File: config.mk
export PLATFORM = sky130hd
export DESIGN_NAME = div_unit
export DESIGN_NICKNAME = d
export VERILOG_FILES = /design/src/rtl/div_unit_pkg.sv /design/src/rtl/div_unit.sv
export SDC_FILE = /design/constraint.sdc
export NUM_CORES = 1
export LEC_CHECK = 0
export BUFFER_PORTS_ARGS = -buffer_cell sky130_fd_sc_hd__buf_2
export CORE_ASPECT_RATIO = 0.6
export CORE_UTILIZATION = 30
export CTS_BUF_LIST = sky130_fd_sc_hd__clkbuf_4 sky130_fd_sc_hd__clkbuf_8
export CTS_CLUSTER_SIZE = 10
export DETAILED_ROUTE_END_ITERATION = 7
export GPL_TIMING_DRIVEN = 0
export PLACE_DENSITY_LB_ADDON = 0.12
export SKIP_CTS_REPAIR_TIMING = 1
export SYNTH_ARGS = -nofsm -noshare
export SYNTH_HDL_FRONTEND = slang
export SYNTH_SLANG_ARGS = --single-unit
File: constraint.sdc
create_clock -name clk -period 6.91 [get_ports clk]
set_input_delay 0.691 -clock clk [delete_from_list [all_inputs] [get_ports clk]]
set_output_delay 0.691 -clock clk [all_outputs]
set_load 0.01 [all_outputs]
File: src/rtl/div_unit_pkg.sv
// rtl/div_unit_pkg.sv - shared types for the multi-cycle integer divider
package div_unit_pkg;

    typedef enum logic [1:0] {
        DIV_IDLE   = 2'b00,
        DIV_BYZERO = 2'b01,
        DIV_BUSY   = 2'b10,
        DIV_DONE   = 2'b11
    } div_state_e;

endpackage

File: src/rtl/div_unit.sv
// rtl/div_unit.sv - radix-2 restoring divider producing {remainder, quotient}
// for DIV/DIVU, one quotient bit per cycle.
module div_unit
    import div_unit_pkg::*;
#(
    parameter int WIDTH = 32
) (
    input  logic               clk,
    input  logic               resetn,
    input  logic               start,
    input  logic               signed_div,
    input  logic [WIDTH-1:0]   opdata1,
    input  logic [WIDTH-1:0]   opdata2,
    input  logic               annul,
    output logic [2*WIDTH-1:0] result,
    output logic               ready,
    output logic               busy
);

    localparam int CW = $clog2(WIDTH + 1);

    function automatic logic [WIDTH-1:0] neg(input logic [WIDTH-1:0] v);
        return ~v + WIDTH'(1);
    endfunction

    function automatic logic [WIDTH-1:0] abs_val(input logic [WIDTH-1:0] v, input logic en);
        return (en && v[WIDTH-1]) ? neg(v) : v;
    endfunction

    div_state_e         state_q, state_d;
    logic [WIDTH-1:0]   rem_q, rem_d;
    logic [WIDTH-1:0]   quo_q, quo_d;
    logic [WIDTH-1:0]   dvs_q, dvs_d;
    logic [CW-1:0]      cnt_q, cnt_d;
    logic               neg_quo_q, neg_quo_d;
    logic               neg_rem_q, neg_rem_d;
    logic [2*WIDTH-1:0] result_q, result_d;

    logic [WIDTH:0]     shifted;
    logic [WIDTH:0]     diff;
    logic [2*WIDTH-1:0] fixed;

    // quo_q starts as |dividend| and fills with quotient bits from the right
    assign shifted = {rem_q, quo_q[WIDTH-1]};
    assign diff    = shifted - {1'b0, dvs_q};
    assign fixed   = {neg_rem_q ? neg(rem_q) : rem_q, neg_quo_q ? neg(quo_q) : quo_q};
    assign result  = (state_q == DIV_DONE && !annul) ? fixed : result_q;

    always_comb begin
        state_d   = state_q;
        rem_d     = rem_q;
        quo_d     = quo_q;
        dvs_d     = dvs_q;
        cnt_d     = cnt_q;
        neg_quo_d = neg_quo_q;
        neg_rem_d = neg_rem_q;
        result_d  = result_q;
        ready     = 1'b0;
        busy      = 1'b0;

        case (state_q)
            DIV_IDLE: begin
                if (start && !annul) begin
                    busy = 1'b1;
                    if (opdata2 != '0) begin
                        state_d   = DIV_BUSY;
                        rem_d     = '0;
                        quo_d     = abs_val(opdata1, signed_div);
                        dvs_d     = abs_val(opdata2, signed_div);
                        cnt_d     = '0;
                        neg_quo_d = signed_div & (opdata1[WIDTH-1] ^ opdata2[WIDTH-1]);
                        neg_rem_d = signed_div & opdata1[WIDTH-1];
                    end else begin
                        state_d = DIV_BYZERO;
                    end
                end
            end
            DIV_BYZERO: begin
                // Zero the datapath so the DONE fix-up yields a clean 0 result
                busy      = 1'b1;
                rem_d     = '0;
                quo_d     = '0;
                neg_quo_d = 1'b0;
                neg_rem_d = 1'b0;
                state_d   = DIV_DONE;
            end
            DIV_BUSY: begin
                busy = 1'b1;
                if (!diff[WIDTH]) begin
                    rem_d = diff[WIDTH-1:0];
                    quo_d = {quo_q[WIDTH-2:0], 1'b1};
                end else begin
                    rem_d = shifted[WIDTH-1:0];
                    quo_d = {quo_q[WIDTH-2:0], 1'b0};
                end
                cnt_d = cnt_q + CW'(1);
                if (cnt_q == CW'(WIDTH - 1)) begin
                    state_d = DIV_DONE;
                end
            end
            DIV_DONE: begin
                ready    = 1'b1;
                result_d = fixed;
                state_d  = DIV_IDLE;
            end
            default: state_d = DIV_IDLE;
        endcase

        if (annul) begin
            state_d  = DIV_IDLE;
            ready    = 1'b0;
            result_d = result_q;
        end
    end

    always_ff @(posedge clk or negedge resetn) begin
        if (!resetn) begin
            state_q   <= DIV_IDLE;
            rem_q     <= '0;
            quo_q     <= '0;
            dvs_q     <= '0;
            cnt_q     <= '0;
            neg_quo_q <= 1'b0;
            neg_rem_q <= 1'b0;
            result_q  <= '0;
        end else begin
            state_q   <= state_d;
            rem_q     <= rem_d;
            quo_q     <= quo_d;
            dvs_q     <= dvs_d;
            cnt_q     <= cnt_d;
            neg_quo_q <= neg_quo_d;
            neg_rem_q <= neg_rem_d;
            result_q  <= result_d;
        end
    end

endmodule

==> impl_metrics.json <==
{
  "endpoint_kind": "flop",
  "synth_cells": 1360,
  "grt_overflow": 0,
  "cts_root_buffer": "clkbuf_8",
  "cts_max_level": 4,
  "final_max_slew_viol_count": 0,
  "crit_type": "in2reg",
  "core-area_um2": 36800,
  "start_kind": "primary input",
  "die_width_um": 253,
  "cts_tree": "yes",
  "initial_utilization_pct": 30.8,
  "drive_gt1_share_pct": 12.8,
  "wire_per_inst_um": 18.8,
  "timing.final.crit_share_pct": 73.3,
  "dpl_cell_area_um2": 12700,
  "min_period_ns": 5.06,
  "ir_worst_vdd_uv": 154,
  "layout_commonest_cell": "nand2_1",
  "setup_tns_ns": 0,
  "dp.cells": 1999,
  "finalSetupViolations": 0,
  "outcome": "finished clean",
  "synthesis.area_um2": 11300,
  "power.density_nw_per_um2": 357,
  "hold_class": "in2async",
  "worstMarginPinSlew_ns": 1.23,
  "grt_max_degree": 100,
  "yosysSeqAreaShare_pct": 37.5,
  "rsz0062_at_grt": "no",
  "ys_warn_count": 0,
  "stdcell_area_um2": 13100,
  "leakagePower_nw": 5.98,
  "instances_no_fill": 2030,
  "dominantRegCellSynth": "dfrtp_1",
  "io_pins": 135,
  "worstSetupStartpoint": "opdata2[0]",
  "io_buffers": 134,
  "skew_ns": 0.0191,
  "yosys.area.top_type": "dfrtp_1",
  "pre_cts_ws_ns": 1.15,
  "synth_top_area_share_pct": 37.5,
  "grt_usage_pct": 20.1,
  "first_pass_iters": 5,
  "drc": 0,
  "path_max_fanout": 10,
  "vias_per_cell": 5.14,
  "grt_pass1_wl_um": 59300,
  "synth-edff-count": 0,
  "final_util_pct": 35.7,
  "path_clk_slew_ns": 0.10,
  "drt_wl_total_um": 38200,
  "r2r_start": "quo_q[31]",
  "mostFrequentLayoutCells": "nand2_1 (215), o21ai_0 (189), dfrtp_1 (170)",
  "fp-row-count": 54,
  "cts_sinks": 170,
  "synth_nets": 1473,
  "vias": 10400,
  "clk_path_buf_depth": 2,
  "setup_ws_ns": 1.85,
  "cap_viol_max_count": 0,
  "synth_seq_cells": 170,
  "dp_hpwl_um": 29700,
  "r2r_slack_ns": 2.76,
  "antenna_found_initial": 0,
  "cts-buffers-inserted": 17,
  "clock_latency_ns": 0.52,
  "arrival_ns": 5.50,
  "routabilityCongestion": 0.905,
  "hold_viol": 0,
  "cp.required_ns": 7.35,
  "dr_wl_met2_um": 15000,
  "m1WireLength_um": 20900,
  "synth.avg_cell_area_um2": 8.33,
  "antenna_left": 0,
  "num_antenna_cells": 0,
  "synth_area_leaders": "dfrtp_1 (38%), o21ai_0 (8.3%), nand2_1 (7.1%)",
  "dieArea_um2": 38600,
  "async_reset_ff_share_pct": 100,
  "grt_pass1_vias": 9954,
  "slew_headroom_pct": 16.9,
  "area_growth_pct": 15.7,
  "synth.distinct_cells": 59,
  "top_layer": "met4",
  "max_clock_freq_ghz": 0.197,
  "chipHeight_um": 153,
  "layout.nets": 1627,
  "drt_iter0_drc": 766,
  "wl_met3_um": 1890
}
[logic make-up (layout without fill, tap and decap cells)]
group                    Yosys count  count (layout)  synth area share (%)
adder cells (fa/ha/maj)           44              44                  4.92
AND/OR/NAND/NOR                  428             428                  17.6
buffers and inverters            133             299                  4.52
AO/OA/AOI/OAI                    411             411                  21.6
multiplexers                      27              27                  2.42
flip-flops                       170             170                  37.5
XOR/XNOR                         147             147                  11.4
[report_power, final]
part / switching, mW / leakage [nW] / internal (mW)
logic: 1.53 / 3.54 / 0.794
clock network: 0.420 / 0.206 / 0.394
registers: 0.244 / 2.23 / 1.30
[registers in the layout (all words and copies together) (netlist names)]
signal	cells
neg_quo_q	1
state_q	2
neg_rem_q	1
quo_q	32
rem_q	32
result_q	64
dvs_q	32
cnt_q	6
[worst max-delay path, stage by stage]
cell and delay, ns:
buf_2 0.12, inv_1 0.10, ha_1 0.17, or3b_2 0.50
nor4bb_1 0.77, nand3_1 0.16, nor4_1 0.96, nor2_1 0.31
a21oi_1 0.61, clkbuf_1 0.56, buf_2 0.37, nand2_1 0.09
o21ai_0 0.08
[area by class of cell]
type | instances | area, um2
Clock buffer | 17 | 234
Inverter | 55 | 206
Fill cell | 3970 | 23600
Multi-Input combinational cell | 1057 | 6580
Tap cell | 504 | 631
Buffer | 78 | 305
Timing Repair Buffer | 135 | 708
Sequential cell | 170 | 4250
Clock inverter | 14 | 198
[path summary, 6_finish.rpt]
kind | cells past startpoint | endpoint
setup / recovery | 13 | rem_q[10]
hold / removal | 1 | result_q[15]
setup reg to reg | 14 | rem_q[22]
hold reg to reg | 2 | dvs_q[25]
max in group asynchronous | 2 | result_q[27]
min in group clk | 2 | state_q[1]
[synthesized netlist by cell type (15+ instances only)]
cell type / n
nand2_1: 215
a22oi_1: 25
o21ai_0: 189
o31ai_1: 32
clkbuf_1: 67
or3_1: 17
xor2_1: 84
dfrtp_1: 170
nand4_1: 20
ha_1: 43
nand3_1: 15
nor2_1: 64
or4_1: 15
xnor2_1: 62
nor3_1: 19
mux2i_1: 24
a21oi_1: 80
inv_1: 55
[per-stage QoR]
stage | power [mW] | hold slack, ns
3_5_place_dp | 3.88 | 0.471
3_3_place_gp | 3.86 | 0.467
2_1_floorplan | 3.04 | 0.395
6_report | 4.68 | 0.113
5_1_grt | 5.06 | 0.114
4_1_cts | 4.71 | 0.122
[metal layers]
layer,vias to the layer above,GRT usage (%)
li1,5106,-
met1,5091,32.8
met2,223,26.3
met3,24,4.07
met4,0,3.75
met5,-,0
Power figures use the tool's default switching activity.
